**src/rtl/multicycle_pkg.sv**
```systemverilog
// Shared encodings for the multicycle controller: FSM states, instruction fields and datapath select codes.
package multicycle_pkg;

    localparam int unsigned NUM_STATES = 11;
    localparam int unsigned STATE_W    = $clog2(NUM_STATES);

    typedef enum logic [STATE_W-1:0] {
        S_IDLE     = STATE_W'(0),
        S_FETCH    = STATE_W'(1),
        S_DECODE   = STATE_W'(2),
        S_MEMADR   = STATE_W'(3),
        S_MEMREAD  = STATE_W'(4),
        S_MEMWB    = STATE_W'(5),
        S_MEMWRITE = STATE_W'(6),
        S_EXECR    = STATE_W'(7),
        S_EXECI    = STATE_W'(8),
        S_ALUWB    = STATE_W'(9),
        S_BRANCH   = STATE_W'(10)
    } state_e;

    localparam logic [1:0] OP_DP    = 2'b00;
    localparam logic [1:0] OP_MEM   = 2'b01;
    localparam logic [1:0] OP_BR    = 2'b10;
    localparam logic [1:0] OP_UNDEF = 2'b11;

    localparam logic [3:0] CMD_AND = 4'b0000;
    localparam logic [3:0] CMD_SUB = 4'b0010;
    localparam logic [3:0] CMD_ADD = 4'b0100;
    localparam logic [3:0] CMD_CMP = 4'b1010;
    localparam logic [3:0] CMD_ORR = 4'b1100;
    localparam logic [3:0] CMD_MOV = 4'b1101;

    localparam logic [3:0] COND_EQ = 4'b0000;
    localparam logic [3:0] COND_NE = 4'b0001;
    localparam logic [3:0] COND_GE = 4'b1010;
    localparam logic [3:0] COND_LT = 4'b1011;
    localparam logic [3:0] COND_GT = 4'b1100;
    localparam logic [3:0] COND_LE = 4'b1101;
    localparam logic [3:0] COND_AL = 4'b1110;

    localparam logic [2:0] ALU_ADD = 3'b000;
    localparam logic [2:0] ALU_SUB = 3'b001;
    localparam logic [2:0] ALU_AND = 3'b010;
    localparam logic [2:0] ALU_ORR = 3'b011;
    localparam logic [2:0] ALU_MOV = 3'b100;

    localparam logic [1:0] SRCA_PC    = 2'b00;
    localparam logic [1:0] SRCA_RD1   = 2'b01;
    localparam logic [1:0] SRCB_RD2   = 2'b00;
    localparam logic [1:0] SRCB_IMM   = 2'b01;
    localparam logic [1:0] SRCB_FOUR  = 2'b11;
    localparam logic [1:0] RES_ALUOUT = 2'b00;
    localparam logic [1:0] RES_DATA   = 2'b01;
    localparam logic [1:0] RES_ALURES = 2'b10;
    localparam logic [1:0] REGSRC_RR  = 2'b00;
    localparam logic [1:0] REGSRC_BR  = 2'b01;
    localparam logic [1:0] REGSRC_DEF = 2'b10;
    localparam logic [2:0] SHIFT_NONE = 3'b111;

    function automatic logic [2:0] alu_op_of(input logic [3:0] cmd);
        case (cmd)
            CMD_SUB, CMD_CMP: alu_op_of = ALU_SUB;
            CMD_AND:          alu_op_of = ALU_AND;
            CMD_ORR:          alu_op_of = ALU_ORR;
            CMD_MOV:          alu_op_of = ALU_MOV;
            default:          alu_op_of = ALU_ADD;
        endcase
    endfunction

    // Commands whose result is written back to the register file.
    function automatic logic cmd_writes(input logic [3:0] cmd);
        case (cmd)
            CMD_ADD, CMD_SUB, CMD_AND, CMD_ORR, CMD_MOV: cmd_writes = 1'b1;
            default:                                     cmd_writes = 1'b0;
        endcase
    endfunction

endpackage

```
**src/rtl/cond_check.sv**
```systemverilog
// Condition-code evaluator: decides whether an instruction executes given its cond field and {N,Z,C,V}.
module cond_check
    import multicycle_pkg::*;
(
    input  logic [3:0] cond_i,
    input  logic [3:0] flags_i,
    output logic       cond_ex_c_o
);

    logic flag_n, flag_z, flag_v;
    logic unused_carry;

    assign flag_n       = flags_i[3];
    assign flag_z       = flags_i[2];
    assign unused_carry = flags_i[1];
    assign flag_v       = flags_i[0];

    always_comb begin
        cond_ex_c_o = 1'b0;
        case (cond_i)
            COND_EQ: cond_ex_c_o = flag_z;
            COND_NE: cond_ex_c_o = !flag_z;
            COND_GE: cond_ex_c_o = (flag_n == flag_v);
            COND_LT: cond_ex_c_o = (flag_n != flag_v);
            COND_GT: cond_ex_c_o = !flag_z && (flag_n == flag_v);
            COND_LE: cond_ex_c_o = flag_z || (flag_n != flag_v);
            COND_AL: cond_ex_c_o = 1'b1;
            default: cond_ex_c_o = 1'b0;
        endcase
    end

endmodule

```
**src/rtl/multicycle_controller.sv**
```systemverilog
// Moore control FSM sequencing the multicycle datapath; outputs decode from the state register and latched instruction.
module multicycle_controller
    import multicycle_pkg::*;
(
    input  logic        clock,
    input  logic        reset,
    input  logic        run,
    input  logic [31:0] INSTRUCTION_OUT,
    input  logic [3:0]  FLAGS,
    output logic        A3Src,
    output logic        AdrSrc,
    output logic        FlagUpdate,
    output logic        IRWrite,
    output logic        MemWrite,
    output logic        PCWrite,
    output logic        RegWrite,
    output logic        WD3Src,
    output logic [1:0]  ALUSrcA,
    output logic [1:0]  ALUSrcB,
    output logic [1:0]  ResultSrc,
    output logic [1:0]  RegSrc,
    output logic [2:0]  ALUop,
    output logic [2:0]  ShiftType,
    output logic [3:0]  state_out,
    output logic        instr_done
);

    state_e state_q, state_d;

    logic [3:0] cond_f;
    logic [1:0] op_f;
    logic       imm_f;
    logic [3:0] cmd_f;
    logic       sl_f;
    logic       link_f;
    logic       is_cmp;
    logic       dp_ends;
    logic       cond_ex_c;
    logic       unused_instr;

    assign cond_f       = INSTRUCTION_OUT[31:28];
    assign op_f         = INSTRUCTION_OUT[27:26];
    assign imm_f        = INSTRUCTION_OUT[25];
    assign cmd_f        = INSTRUCTION_OUT[24:21];
    assign sl_f         = INSTRUCTION_OUT[20];
    assign link_f       = INSTRUCTION_OUT[24];
    assign unused_instr = ^INSTRUCTION_OUT[19:0];

    // CMP and unsupported commands have nothing to write back.
    assign is_cmp  = (cmd_f == CMD_CMP);
    assign dp_ends = is_cmp || !cmd_writes(cmd_f);

    cond_check u_cond_check (
        .cond_i      (cond_f),
        .flags_i     (FLAGS),
        .cond_ex_c_o (cond_ex_c)
    );

    always_ff @(posedge clock or negedge reset) begin
        if (!reset) state_q <= S_IDLE;
        else        state_q <= state_d;
    end

    assign state_out = 4'(state_q);

    always_comb begin
        state_d    = state_q;
        A3Src      = 1'b0;
        AdrSrc     = 1'b0;
        FlagUpdate = 1'b0;
        IRWrite    = 1'b0;
        MemWrite   = 1'b0;
        PCWrite    = 1'b0;
        RegWrite   = 1'b0;
        WD3Src     = 1'b0;
        ALUSrcA    = SRCA_PC;
        ALUSrcB    = SRCB_RD2;
        ResultSrc  = RES_ALUOUT;
        RegSrc     = REGSRC_DEF;
        ALUop      = ALU_ADD;
        ShiftType  = SHIFT_NONE;
        instr_done = 1'b0;

        case (state_q)
            S_IDLE: begin
                if (run) state_d = S_FETCH;
            end
            S_FETCH: begin
                IRWrite   = 1'b1;
                PCWrite   = 1'b1;
                ALUSrcB   = SRCB_FOUR;
                ResultSrc = RES_ALURES;
                state_d   = S_DECODE;
            end
            S_DECODE: begin
                ALUSrcB   = SRCB_FOUR;
                ResultSrc = RES_ALURES;
                if (!cond_ex_c || op_f == OP_UNDEF) begin
                    state_d    = S_FETCH;
                    instr_done = 1'b1;
                end else if (op_f == OP_MEM) begin
                    state_d = S_MEMADR;
                end else if (op_f == OP_DP) begin
                    state_d = imm_f ? S_EXECI : S_EXECR;
                end else begin
                    state_d = S_BRANCH;
                end
            end
            S_MEMADR: begin
                ALUSrcA = SRCA_RD1;
                ALUSrcB = SRCB_IMM;
                state_d = sl_f ? S_MEMREAD : S_MEMWRITE;
            end
            S_MEMREAD: begin
                ALUSrcA = SRCA_RD1;
                ALUSrcB = SRCB_IMM;
                AdrSrc  = 1'b1;
                state_d = S_MEMWB;
            end
            S_MEMWB: begin
                AdrSrc     = 1'b1;
                RegWrite   = 1'b1;
                ResultSrc  = RES_DATA;
                instr_done = 1'b1;
                state_d    = S_FETCH;
            end
            S_MEMWRITE: begin
                AdrSrc     = 1'b1;
                MemWrite   = 1'b1;
                ALUSrcA    = SRCA_RD1;
                ALUSrcB    = SRCB_IMM;
                instr_done = 1'b1;
                state_d    = S_FETCH;
            end
            S_EXECR, S_EXECI: begin
                ALUSrcA    = SRCA_RD1;
                ALUSrcB    = (state_q == S_EXECI) ? SRCB_IMM : SRCB_RD2;
                RegSrc     = (state_q == S_EXECI) ? REGSRC_DEF : REGSRC_RR;
                ALUop      = alu_op_of(cmd_f);
                FlagUpdate = sl_f || is_cmp;
                instr_done = dp_ends;
                state_d    = dp_ends ? S_FETCH : S_ALUWB;
            end
            S_ALUWB: begin
                RegWrite   = 1'b1;
                ResultSrc  = RES_ALUOUT;
                instr_done = 1'b1;
                state_d    = S_FETCH;
            end
            S_BRANCH: begin
                ALUSrcA    = SRCA_PC;
                ALUSrcB    = SRCB_IMM;
                ResultSrc  = RES_ALURES;
                PCWrite    = 1'b1;
                RegSrc     = REGSRC_BR;
                RegWrite   = link_f;
                A3Src      = link_f;
                WD3Src     = link_f;
                instr_done = 1'b1;
                state_d    = S_FETCH;
            end
            default: state_d = S_IDLE;
        endcase
    end

endmodule

```
**config.mk**
```make
export PLATFORM = sky130hd
export DESIGN_NAME = multicycle_controller
export DESIGN_NICKNAME = d
export VERILOG_FILES = /design/src/rtl/multicycle_pkg.sv /design/src/rtl/cond_check.sv /design/src/rtl/multicycle_controller.sv
export SDC_FILE = /design/constraint.sdc
export NUM_CORES = 1
export LEC_CHECK = 0
export CAP_MARGIN = 15
export CORE_MARGIN = 2
export CORE_UTILIZATION = 30
export CTS_CLUSTER_SIZE = 25
export DETAILED_ROUTE_END_ITERATION = 10
export PLACE_DENSITY = 0.81
export SYNTH_ARGS = -nofsm -noshare
export SYNTH_HDL_FRONTEND = slang
export SYNTH_SLANG_ARGS = --single-unit
```
**constraint.sdc**
```tcl
create_clock -name clock -period 1.75 [get_ports clock]
set_input_delay 0.2625 -clock clock [delete_from_list [all_inputs] [get_ports clock]]
set_output_delay 0.2625 -clock clock [all_outputs]
set_load 0.01 [all_outputs]
```
# After elaboration in Yosys (flattened, before gate mapping)
# Cells that the tools add are included.
# totals
mem_bits_ro	0
reg_bits	4
elab_cells	77
n_memories	0
ramBits	0
latchBits	0
input_bits	39
# classes
muxes	27
addsub	0
div_mod_pow	0
multipliers	0
shift	0
bitwise	0
n_eq_ne	26
n_reduce_logical	23
n_lt_le_gt_ge	0
# op_table
operator	count
4-bit equality test (second input constant)	11
4-bit case mux with 7 select lines	1
4-bit 2-to-1 mux	6
4-bit by 3-bit equality test with 1-bit output (second input constant)	5
4-bit by 2-bit equality test with 1-bit output (second input constant)	3
4-bit logical NOT	3
3-bit case mux with 4 select lines	1
1-bit 2-to-1 mux	10
2-bit OR reduction	5
5-bit OR reduction	2
4-bit by 1-bit equality test with 1-bit output (second input constant)	2
2-bit case mux with 2 select lines	2
4-bit OR reduction	2
1-bit case mux with 7 select lines	1
2-bit case mux with 3 select lines	1
3-bit OR reduction	2
1-bit logical OR	4
2-bit 2-to-1 mux	2
1-bit logical NOT	3
3-bit 2-to-1 mux	1
1-bit case mux with 3 select lines	1
2-bit by 1-bit equality test with 1-bit output (second input constant)	1
2-bit equality test (second input constant)	1
2-bit logical NOT	1
other kinds (5)	5

# Longest topological paths before layout
# Gate-level depths: netlist (run 1).
# depth
word_depth	7
ltp_mapped	6
depth_no_buf	5

# Hierarchy
# Synthesis (run 1) repeated with hierarchy kept, for this count alone.
# hier_totals
hier_cells	104
area_unflattened_um2	723.2
# modules_own_cells
module	cells_per_inst	area_each_um2	n_inst
multicycle_controller	90	625.6	1
cond_check	14	97.6	1

# Worst setup path before layout (run 1)
# Ideal clock, no wire load.
# synth_timing
kind	register -> output
from	register state_q[2] (netlist: state_out[2])
to	output port ALUop[1]
n_path_buf	1
arrival_ns	1.455
stages_incl_launch_ff	5
t_required_ns	1.487
setup_slack_ns	0.033
cell_sequence	dfrtp_1 buf_2 nand2b_1 o22a_1 nor4_1
# synth_via
elab_chain_len	3
elab_cells_between_ends	4
# synth_rtl
item	line	text
start: declaration	multicycle_controller.sv:28	state_e state_q, state_d;
start signal: assignment	multicycle_controller.sv:61	else state_q <= state_d;
4-bit equality test / 4-bit by 3-bit equality test with 1-bit output (equally long branches)	multicycle_controller.sv:84	case (state_q)
2-bit OR reduction *	multicycle_controller.sv:84	
3-bit 2-to-1 mux *	multicycle_controller.sv:84	
end: declaration	multicycle_controller.sv:22	output logic [2:0] ALUop,
# Mark *: on every way between the ends. The rest lies on a longest branch, timed or not.

# Final worst setup path (run 1)
# layout_timing
from	register state_q[1] (netlist: state_out[1])
to	output port instr_done
# layout_via
elab_chain_len	3
elab_cells_between_ends	10
# layout_rtl
item	line	text
4-bit equality test / 4-bit by 3-bit equality test with 1-bit output (equally long branches)	multicycle_controller.sv:84	
4-bit OR reduction (no source line) / 2-bit OR reduction (equally long branches)	n/a	
1-bit case mux with 3 select lines *	multicycle_controller.sv:84	
end: declaration	multicycle_controller.sv:25	output logic instr_done
# Marks and branches as above.

==> impl_results.rst, run 1 <==
.. list-table::
   :header-rows: 1

   * - Metric
     - Value
   * - Status
     - finished, violations left
   * - Failing checks
     - setup timing
   * - Sequential area share after synthesis
     - 14.39%
   * - Post-synth EDFFs
     - 0
   * - Die area
     - 2720 µm²
   * - Register-to-Register Path Depth
     - 5
   * - Area of the mapped netlist
     - 695.7 µm²
   * - First-pass GRT wire length
     - 4.153 mm
   * - Beginning of the worst register-to-register path
     - state_out[3]
   * - First drt pass iteration count
     - 4
   * - Chip width
     - 52.16 µm
   * - Cts hold-fix bufs
     - 0
   * - Sum of routed wire length over all layers
     - 2.984 mm
   * - Library cell contributing the largest single delay on the critical path
     - sky130_fd_sc_hd__dfrtp_1
   * - List of cells traversed by the critical path
     - buf_6 -> a21oi_2 -> nand2b_4 -> o31ai_4 -> a21oi_1 -> a31o_1 -> buf_2
   * - Start-to-end type of the worst setup path
     - reg2out
   * - Critical Path End Type
     - output port
   * - Fin nets
     - 220
   * - Element type at the critical path start
     - flop
   * - Max stage delay on crit path
     - 0.39 ns
   * - Max-slew violation count
     - 0
   * - Clock Sinks
     - 4
   * - Starting density of the core
     - 31.45%
   * - Max Fanout on Critical Path
     - 9
   * - Power per Cell Area
     - 1345 nW/µm²
   * - Capture instance of the worst register-to-register path
     - state_out[3]
   * - Detailed-placement wirelength estimate
     - 2.040 mm
   * - Core region area
     - 2212 µm²
   * - Commonest register cell after synthesis
     - sky130_fd_sc_hd__dfrtp_1
   * - Clock root buffer
     - sky130_fd_sc_hd__clkbuf_4
   * - Post-synth top area share
     - 14.39%
   * - Avg Vias per Cell
     - 5.106
   * - Share of layout cells above drive strength 1
     - 50.28%
   * - Number of distinct standard cells referenced by the synthesized netlist
     - 39
   * - Peak supply drop
     - 0.9082 mV
   * - Most frequent cells in the layout
     - sky130_fd_sc_hd__buf_4, sky130_fd_sc_hd__nand2_1, sky130_fd_sc_hd__clkdlybuf4s50_1, sky130_fd_sc_hd__dlygate4sd2_1, sky130_fd_sc_hd__buf_2
   * - Final Worst Setup Slack
     - -0.1058 ns
   * - Final setup viols
     - 5
   * - Warnings, synthesis
     - 0
   * - FF-to-FF setup slack
     - 0.20 ns
   * - Total clock buffers created by CTS
     - 3
   * - Antenna diode instance count
     - 0
   * - Per-instance average area after synthesis
     - 7.027 µm²
   * - Synth Instances
     - 99
   * - Biggest area contributors in the synthesized netlist
     - sky130_fd_sc_hd__dfrtp_1, sky130_fd_sc_hd__nand2_1, sky130_fd_sc_hd__a21oi_1, sky130_fd_sc_hd__nor2_1, sky130_fd_sc_hd__buf_4
   * - Leak
     - 0.6994 nW
   * - Post-Place Cell Area
     - 1349 µm²
   * - Standard-cell rows
     - 17
   * - Antenna violations before repair
     - 0
   * - Area added between synthesis and finish
     - 109.4%
   * - # IOs
     - 66
   * - Post-detailed-route count of antenna-violating nets
     - 0
   * - Die outline height
     - 52.16 µm
   * - Pin count of the biggest net entering global routing
     - 10
   * - Total routing usage reported by global routing
     - 20.22%
   * - Worst Path Required
     - 1.49 ns
   * - Area leader, netlist
     - sky130_fd_sc_hd__dfrtp_1
   * - Flip-flop count of the largest register, all copies and words added
     - 4
   * - Async set or reset register ratio after synthesis
     - 100.0%
   * - Top achievable clock speed
     - 538.9 MHz
   * - Total chip power
     - 1.958 mW
   * - GR Overflow Total
     - 0
   * - Most common cell after layout, fill and taps aside
     - sky130_fd_sc_hd__buf_4
   * - Post-synthesis register bit count
     - 4
   * - Clock-pin slew on the worst setup and hold paths
     - 0.05 ns
   * - Critical path arrival
     - 1.59 ns
   * - DR DRC count
     - 0
   * - Class of the tightest hold or removal check
     - in2async
   * - Period utilisation layout
     - 106.0%
   * - Hold slack
     - 0.2130 ns
   * - Iteration-0 DRC count of the detailed router
     - 16
   * - CTS tree
     - built
   * - Filler cell count in the final layout
     - 191
   * - Count of input and output buffers
     - 40
   * - Number of global-route vias before repair
     - 991
   * - Gate family responsible for the most delay along the worst path
     - compound AO/OA/AOI/OAI gates
   * - Number of levels in the clock H-tree
     - 1
   * - Final Hold Fails
     - 0
   * - Maximum buffer depth of the clock tree
     - 2
   * - Worst-Skew Late Latency
     - 0.25 ns
   * - Wire length per cell after detailed routing
     - 14.42 µm
   * - Detailed-route via count
     - 1,057
   * - Post-route cell area
     - 1456 µm²
   * - Unrepaired setup endpoints after global routing
     - yes
   * - Combined buffer and inverter count along the critical path
     - 2
   * - Setup WS pre-CTS
     - -0.7145 ns
   * - Worst clock skew on the final layout
     - 0.01267 ns
   * - Post-Route Setup TNS
     - -0.4137 ns
   * - Post-layout minimum cycle time
     - 1.856 ns
   * - Number of max-cap violations
     - 0
   * - Weighted congestion reported at the end of routability-driven placement
     - 0.7889
[synth_stat cells (2+ instances only)]
cell type,number
sky130_fd_sc_hd__a21oi_1,9
sky130_fd_sc_hd__buf_2,3
sky130_fd_sc_hd__buf_4,5
sky130_fd_sc_hd__conb_1,2
sky130_fd_sc_hd__dfrtp_1,4
sky130_fd_sc_hd__inv_1,2
sky130_fd_sc_hd__nand2_1,13
sky130_fd_sc_hd__nand2b_1,6
sky130_fd_sc_hd__nand3_1,2
sky130_fd_sc_hd__nor2_1,11
sky130_fd_sc_hd__nor2b_1,3
sky130_fd_sc_hd__nor3_1,2
sky130_fd_sc_hd__nor4_1,2
sky130_fd_sc_hd__nor4bb_1,2
sky130_fd_sc_hd__o211ai_1,2
sky130_fd_sc_hd__o21ai_0,4
sky130_fd_sc_hd__o21ai_1,2
sky130_fd_sc_hd__o22ai_1,3
sky130_fd_sc_hd__or2_1,2
[power by group]
group / internal, mW / switching [mW] / leakage (nW)
Combinational: 0.888 / 0.782 / 0.635
Sequential: 0.130 / 0.0325 / 0.0505
Clock: 0.0774 / 0.0481 / 0.0138
[area by class of cell]
cell class | count | area (µm²) | share of cell area [%]
timing repair buffer | 83 | 646.9 | 44.42
multi-input combinational | 87 | 644.4 | 44.24
sequential | 4 | 100.1 | 6.873
tap | 28 | 35.03 | 2.405
clock buffer | 3 | 22.52 | 1.546
inverter | 2 | 7.507 | 0.5155
[metrics by stage]
stage,instances,util (%)
final,207,65.84
after CTS,204,63.24
after floorplan,101,-
after global placement,196,60.97
after global routing,207,65.84
after detailed placement,196,60.97
[layer usage]
| layer | part of all wire [%] | vias up | GRT usage (%) |
|---|---|---|---|
| li1 | - | 518 | - |
| met1 | 37 | 486 | 19.86 |
| met2 | 55 | 45 | 39.87 |
| met3 | 5.4 | 8 | 3.448 |
| met4 | 2.4 | 0 | 9.829 |
| met5 | 0 | - | 0 |
[worst max path at each step]
stage | depth (start not counted) | endpoint | start
after floorplan | 4 | ALUop[1] | state_out[2]
after global placement | 7 | instr_done | INSTRUCTION_OUT[28]
after detailed placement | 7 | instr_done | INSTRUCTION_OUT[28]
after CTS | 6 | instr_done | state_out[1]
after global routing | 7 | instr_done | state_out[1]
final | 7 | instr_done | state_out[1]
[kinds of logic after synthesis]
logic type | after synthesis | synth area share, %
other cells | 2 | 1.080
simple gates | 48 | 37.41
compound gates | 30 | 30.58
buf+inv | 10 | 8.633
xor+xnor | 3 | 4.857
mux | 2 | 3.057
flops | 4 | 14.39
[what timing repair did]
item                       in CTS  in global routing
gates resized for setup        68                 35
pin swaps                       8                  7
gates cloned                    0                  0
setup endpoints to repair      19                 16
buffers inserted                5                  3
(Power assumes the default switching activity.)
==> inputs of run 2 (changes only) <==
--- a/config.mk
+++ b/config.mk
@@ -5,6 +5,7 @@
 export SDC_FILE = /design/constraint.sdc
 export NUM_CORES = 1
 export LEC_CHECK = 0
+export ABC_CLOCK_PERIOD_IN_PS = 1750
 export CAP_MARGIN = 15
 export CORE_MARGIN = 2
 export CORE_UTILIZATION = 30
==> results of run 2 <==
Final layout, timing and power as in run 1 (identical DEF).
